===== config.mk =====
export PLATFORM = sky130hd
export DESIGN_NAME = key_scan_module_flat
export DESIGN_NICKNAME = d
export VERILOG_FILES = /design/src/rtl/key_scan_module_pkg.sv /design/src/rtl/key_scan_module_if.sv /design/src/rtl/key_scan_module_sync2.sv /design/src/rtl/key_scan_module.sv /design/src/flat_wrapper.sv
export SDC_FILE = /design/constraint.sdc
export NUM_CORES = 1
export LEC_CHECK = 0
export BUFFER_PORTS_ARGS = -buffer_cell sky130_fd_sc_hd__buf_2
export CORE_ASPECT_RATIO = 1.25
export CORE_UTILIZATION = 56
export CTS_CLUSTER_SIZE = 40
export DETAILED_ROUTE_END_ITERATION = 10
export GPL_TIMING_DRIVEN = 0
export PLACE_DENSITY = 0.75
export SETUP_SLACK_MARGIN = 0.1
export SLEW_MARGIN = 20
export SYNTH_ARGS = -nofsm -noshare
export SYNTH_HDL_FRONTEND = slang
export SYNTH_HIERARCHICAL = 1
export SYNTH_SLANG_ARGS = --single-unit

===== constraint.sdc =====
create_clock -name CLK -period 1.9 [get_ports CLK]
set_input_delay 0.285 -clock CLK [delete_from_list [all_inputs] [get_ports CLK]]
set_output_delay 0.285 -clock CLK [all_outputs]
set_load 0.02 [all_outputs]

===== src/rtl/key_scan_module_pkg.sv =====
// Shared definitions for the push-button scanner: FSM state encoding and
// default board timing constants for a 16 MHz system clock.
package key_scan_module_pkg;

  localparam int CNT_W = 24;

  // Debounce / hold FSM encoding.
  typedef enum logic [2:0] {
    IDLE        = 3'd0,
    PRESS_CHK   = 3'd1,
    PRESSED     = 3'd2,
    LONG_HELD   = 3'd3,
    RELEASE_CHK = 3'd4
  } key_state_e;

  // Board timing at 16 MHz, in CLK cycles.
  localparam logic [CNT_W-1:0] T_DEBOUNCE_16M = 24'd320_000;    // 20 ms
  localparam logic [CNT_W-1:0] T_LONG_16M     = 24'd16_000_000; // 1 s
  localparam logic [CNT_W-1:0] T100MS_16M     = 24'd1_600_000;  // 100 ms

endpackage


===== src/rtl/key_scan_module_if.sv =====
// Button-side signal bundle: raw key level in, debounced level and event
// pulses out. The scanner sits on the slave side.
interface key_scan_module_if;
  logic Key_In;      // raw level, active-low, asynchronous
  logic Key_State;   // debounced level, 1 = pressed
  logic Key_Press;   // one-cycle pulse on accepted press
  logic Key_Release; // one-cycle pulse on accepted release
  logic Key_Long;    // one-cycle pulse after a long hold

  modport master (
    output Key_In,
    input  Key_State, Key_Press, Key_Release, Key_Long
  );

  modport slave (
    input  Key_In,
    output Key_State, Key_Press, Key_Release, Key_Long
  );
endinterface


===== src/rtl/key_scan_module_sync2.sv =====
// Two-flop synchronizer for a single asynchronous level input. The reset
// value is a parameter so idle-high and idle-low inputs both come out of
// reset in their inactive level.
module sync2_module #(
  parameter logic RST_VAL = 1'b0
) (
  input  logic i_clk,
  input  logic i_rst,
  input  logic i_d,
  output logic o_q
);

  logic r_s1;
  logic r_s2;

  // Two-stage capture; only the second stage is consumed downstream.
  always_ff @(posedge i_clk or posedge i_rst) begin
    if (i_rst) begin
      r_s1 <= RST_VAL;
      r_s2 <= RST_VAL;
    end else begin
      r_s1 <= i_d;
      r_s2 <= r_s1;
    end
  end

  assign o_q = r_s2;

endmodule


===== src/rtl/key_scan_module.sv =====
// Push-button scanner: synchronizes the raw active-low key, debounces it in
// both directions and emits single-cycle press / release / long-press
// events. Short dips during a hold are absorbed in RELEASE_CHK; the hold
// counter freezes there and resumes when the key settles low again.
module key_scan_module
  import key_scan_module_pkg::*;
#(
  parameter logic [CNT_W-1:0] T_DEBOUNCE = T_DEBOUNCE_16M,
  parameter logic [CNT_W-1:0] T_LONG     = T_LONG_16M
) (
  input  logic               CLK,
  input  logic               RST,
  key_scan_module_if.slave   key
);

  localparam logic [CNT_W-1:0] L_DEB_LAST  = T_DEBOUNCE - 24'd1;
  localparam logic [CNT_W-1:0] L_LONG_LAST = T_LONG - 24'd1;

  logic             w_s2;      // synchronized key level, 0 = pressed

  key_state_e       r_state,     w_state;
  logic [CNT_W-1:0] r_dcnt,      w_dcnt;
  logic [CNT_W-1:0] r_hcnt,      w_hcnt;
  logic             r_long_done, w_long_done;
  logic             r_key_state, w_key_state;
  logic             r_press,     w_press;
  logic             r_release,   w_release;
  logic             r_long,      w_long;

  // Raw key comes out of reset as "released" (high).
  sync2_module #(
    .RST_VAL (1'b1)
  ) u_sync (
    .i_clk (CLK),
    .i_rst (RST),
    .i_d   (key.Key_In),
    .o_q   (w_s2)
  );

  // State, counters and registered outputs.
  always_ff @(posedge CLK or posedge RST) begin
    if (RST) begin
      r_state     <= IDLE;
      r_dcnt      <= '0;
      r_hcnt      <= '0;
      r_long_done <= 1'b0;
      r_key_state <= 1'b0;
      r_press     <= 1'b0;
      r_release   <= 1'b0;
      r_long      <= 1'b0;
    end else begin
      r_state     <= w_state;
      r_dcnt      <= w_dcnt;
      r_hcnt      <= w_hcnt;
      r_long_done <= w_long_done;
      r_key_state <= w_key_state;
      r_press     <= w_press;
      r_release   <= w_release;
      r_long      <= w_long;
    end
  end

  // Next-state, counter and event decode; pulses default low every cycle.
  always_comb begin
    w_state     = r_state;
    w_dcnt      = r_dcnt;
    w_hcnt      = r_hcnt;
    w_long_done = r_long_done;
    w_key_state = r_key_state;
    w_press     = 1'b0;
    w_release   = 1'b0;
    w_long      = 1'b0;

    case (r_state)
      IDLE: begin
        w_key_state = 1'b0;
        if (!w_s2) begin
          w_state = PRESS_CHK;
          w_dcnt  = '0;
        end
      end

      PRESS_CHK: begin
        if (w_s2) begin
          // Bounce: key went high before the debounce window closed.
          w_state = IDLE;
        end else if (r_dcnt == L_DEB_LAST) begin
          w_state     = PRESSED;
          w_hcnt      = '0;
          w_press     = 1'b1;
          w_key_state = 1'b1;
          w_long_done = 1'b0;
        end else begin
          w_dcnt = r_dcnt + 24'd1;
        end
      end

      PRESSED: begin
        if (w_s2) begin
          // Hold counter is frozen while a possible release is checked.
          w_state = RELEASE_CHK;
          w_dcnt  = '0;
        end else if (r_hcnt == L_LONG_LAST) begin
          w_state     = LONG_HELD;
          w_long      = 1'b1;
          w_long_done = 1'b1;
        end else begin
          w_hcnt = r_hcnt + 24'd1;
        end
      end

      LONG_HELD: begin
        if (w_s2) begin
          w_state = RELEASE_CHK;
          w_dcnt  = '0;
        end
      end

      RELEASE_CHK: begin
        if (!w_s2) begin
          // Dip only: go back to where the hold left off.
          w_state = r_long_done ? LONG_HELD : PRESSED;
        end else if (r_dcnt == L_DEB_LAST) begin
          w_state     = IDLE;
          w_release   = 1'b1;
          w_key_state = 1'b0;
        end else begin
          w_dcnt = r_dcnt + 24'd1;
        end
      end

      default: begin
        w_state     = IDLE;
        w_key_state = 1'b0;
      end
    endcase
  end

  assign key.Key_State   = r_key_state;
  assign key.Key_Press   = r_press;
  assign key.Key_Release = r_release;
  assign key.Key_Long    = r_long;

endmodule

===== src/flat_wrapper.sv =====
// flat-port wrapper written by rule: the top's interface ports become plain ports
module key_scan_module_flat import key_scan_module_pkg::*;
#(
  parameter logic [CNT_W-1:0] T_DEBOUNCE = T_DEBOUNCE_16M,
  parameter logic [CNT_W-1:0] T_LONG     = T_LONG_16M
)
  (CLK, RST, key_Key_In, key_Key_State, key_Key_Press, key_Key_Release, key_Key_Long);
  key_scan_module_if key_i ();
  input  logic CLK;
  input  logic RST;
  input wire logic [$bits(key_i.Key_In)-1:0] key_Key_In;
  output wire logic [$bits(key_i.Key_State)-1:0] key_Key_State;
  output wire logic [$bits(key_i.Key_Press)-1:0] key_Key_Press;
  output wire logic [$bits(key_i.Key_Release)-1:0] key_Key_Release;
  output wire logic [$bits(key_i.Key_Long)-1:0] key_Key_Long;
  assign key_i.Key_In = key_Key_In;
  assign key_Key_State = key_i.Key_State;
  assign key_Key_Press = key_i.Key_Press;
  assign key_Key_Release = key_i.Key_Release;
  assign key_Key_Long = key_i.Key_Long;
  key_scan_module #(.T_DEBOUNCE(T_DEBOUNCE), .T_LONG(T_LONG)) u_core (.CLK(CLK), .RST(RST), .key(key_i));
endmodule

==> flow_summary.json <==
{
  "status": "finished, violations left",
  "violations": "negative setup slack",
  "synth-edff-count": 0,
  "worst_pin_slew_ns": 0.708,
  "yosys.area.top_type": "dfrtp_1",
  "grt_util_all_layers_pct": 32.4,
  "min_period_over_period_pct": 106,
  "switching_share_pct": 25.2,
  "most-common-layout-cells": "buf_4, nand2_1, dfrtp_1",
  "power_leakage_nw": 2.08,
  "die_h_um": 87.8,
  "layout_min_cycle_time_ns": 2.01,
  "critical_path_required_ns": 2.10,
  "firstDrtPassIters": 5,
  "maxCapViolCount": 0,
  "clk_latency_ns": 0.34,
  "synth_flop_cell": "dfrtp_1",
  "placeableCoreArea_um2": 5560,
  "r2r_cells": 7,
  "worstHoldStart": "key_Key_In",
  "power.density_nw_per_um2": 486,
  "antenna_found_initial": 0,
  "critPathArrivalTime_ns": 2.20,
  "synth_cell_types": 61,
  "end_kind": "flip-flop",
  "num_vias": 3633,
  "drt_iter0_drc": 413,
  "hold_path.class": "in -> reg",
  "setup_viol": 18,
  "wirelength_um": 11500,
  "endpoint": "u_core/r_hcnt[22]",
  "wl_per_cell_um": 22.2,
  "io_pins": 7,
  "start_util_pct": 59.4,
  "peakVddDrop_mv": 0.552,
  "first_global_vias": 3173,
  "rsz0062_at_grt": "true",
  "p_switching_mw": 0.603,
  "crit_type": "reg -> reg",
  "via_per_inst": 6.99,
  "cts.clk_slew.worst_paths_ns": 0.06,
  "skew_ns": 0.0104,
  "portBuffers": 6,
  "final_common_cell": "buf_4",
  "p_int_mw": 1.79,
  "syn_to_final_growth_pct": 49.1,
  "multi_input_area_um2": 2360,
  "fp.dieW_um": 70.7,
  "crit_path_start": "u_core/r_hcnt[14]",
  "r2r-start": "u_core/r_hcnt[14]",
  "syn-instance-count": 368,
  "numCtsBuffers": 9,
  "h-tree-depth": 3,
  "die-area_um2": 6200,
  "cp_max_fo": 7,
  "syn-cell-area_um2": 3300,
  "drive_gt1_share_pct": 47.4,
  "dp_hpwl_um": 5150,
  "yosysTopAreaCellShare_pct": 42.5,
  "ant_nets": 0,
  "r2r_slack_ns": -0.11,
  "grt_max_degree": 57,
  "nets": 457,
  "drc": 0,
  "clkSinkCount": 58,
  "overflow": 0,
  "cts-root-buf": "clkbuf_8",
  "fin_setup_tns_ns": -0.535,
  "finalPower_mw": 2.39,
  "pwr-share-seq_pct": 52.8,
  "p_comb_share_pct": 8.5,
  "power.share.clock_pct": 38.7,
  "synth_seq_cells": 58,
  "r2r-end": "u_core/r_hcnt[22]",
  "ys_seq_area_share_pct": 44.1,
  "synth.net_count": 373,
  "std_cell_rows": 30,
  "fill_cells": 231,
  "dpl_worst_slack_ns": -0.367,
  "hold_viol_final": 0,
  "worst_slack_ns": -0.106,
  "startpoint_type": "flip-flop",
  "grt_pass1_wl_um": 15300,
  "clockBufferDepth": 2,
  "max_slew_margin_pct": 52.8,
  "regArea_um2": 1480,
  "yosys_warnings": 6,
  "slew_viol_final": 0,
  "n_antenna_cell": 0,
  "cts_tree": "done",
  "gp_congestion": 0.916,
  "async_flop_share_pct": 100,
  "synth.area.top_cells": "dfrtp_1, nand2_1, nand3_1, o21ai_0, a21oi_1",
  "avgSynthCellArea_um2": 8.97,
  "fmaxAchievable_ghz": 0.499
}
## synth_stat cells, types with 6 or more instances
library cell  count
inv_1            12
a21oi_1          20
clkbuf_1          7
nand2_1          44
o21ai_0          21
nor3_1           10
nand4_1          16
dfrtp_1          56
o211ai_1          8
nand3_1          23
or4_1             6
and3_1           10
a31oi_1          10
or3_1            10
nor2_1           23
## metrics by stage
| step | hold WS [ns] | utilization (%) | instances | instance area, um2 |
|---|---|---|---|---|
| 2_1_floorplan | 0.197 | - | 368 | 3440 |
| 3_3_place_gp | 0.316 | 63.8 | 438 | 3550 |
| 3_5_place_dp | 0.340 | 63.9 | 438 | 3550 |
| 4_1_cts | 0.0252 | 78.5 | 495 | 4360 |
| 5_1_grt | 0.0265 | 88.6 | 520 | 4920 |
| 6_report | 0.0481 | 88.6 | 520 | 4920 |
## registers in the layout, indices dropped and copies added (netlist names)
signal	count
u_core/r_long_done	1
u_core/r_hcnt	24
u_core/u_sync/r_s1	1
u_core/key.Key_State	1
u_core/key.Key_Press	1
u_core/r_state	3
u_core/key.Key_Release	1
u_core/u_sync/o_q	1
u_core/r_dcnt	24
u_core/key.Key_Long	1
## layer usage
| layer | GRT usage, % | vias up | wire (um) |
|---|---|---|---|
| li1 | - | 1556 | - |
| met1 | 35.5 | 1762 | 3970 |
| met2 | 61.3 | 235 | 6040 |
| met3 | 6.44 | 80 | 838 |
| met4 | 13.5 | 0 | 674 |
| met5 | 0 | - | 0 |
## how the worst min path moves through the flow
stage / to / slack (ns) / depth (start not counted)
after floorplan: u_core/u_sync/o_q / 0.20 / 1
after global placement: u_core/u_sync/r_s1 / 0.32 / 2
after detailed placement: u_core/u_sync/r_s1 / 0.34 / 2
after CTS: u_core/u_sync/r_s1 / 0.03 / 1
after global routing: u_core/u_sync/r_s1 / 0.03 / 1
final: u_core/u_sync/r_s1 / 0.05 / 1
## area by class of cell
class                      instances  share of cell area (%)
multi-input combinational        283                    48.1
clock inverter                     4                   0.407
buffer                            18                    4.40
inverter                          12                    1.02
sequential                        58                    30.0
clock buffer                      11                    2.67
timing repair buffer              70                    11.8
tap                               64                    1.63
## repair_timing
action | in CTS | in global routing
gates cloned | 4 | 2
setup buffers | 37 | 26
hold endpoints to repair | 2 | 0
pin swaps | 34 | 42
hold buffers | 1 | 0
setup endpoints to repair | 53 | 50
resized for setup | 77 | 89
## cells by family after synthesis
group,after synthesis,share of synthesized area (%)
fa+ha+maj,2,0.758
xor+xnor,6,1.59
compound gates,93,18.6
flops,58,44.1
buf+inv,30,5.01
simple gates,176,29.0
mux,3,0.910
## worst max-delay path, cell delays in order, from the launching register on
cell and delay (ns):
dfrtp_2 0.44, nand2_1 0.07, or3_4 0.39, buf_6 0.14
or3_4 0.33, buf_4 0.15, o211ai_1 0.22, nand3_1 0.12
## power by group through the flow
stage          registers, mW  clock network, mW  logic, mW
4_1_cts                 1.26              0.953      0.156
2_1_floorplan           1.28                  0     0.0823
6_report                1.26              0.926      0.202
3_3_place_gp            1.28                  0      0.109
3_5_place_dp            1.28                  0      0.112
5_1_grt                 1.26               1.00      0.218
Power figures use the tool's default switching activity.
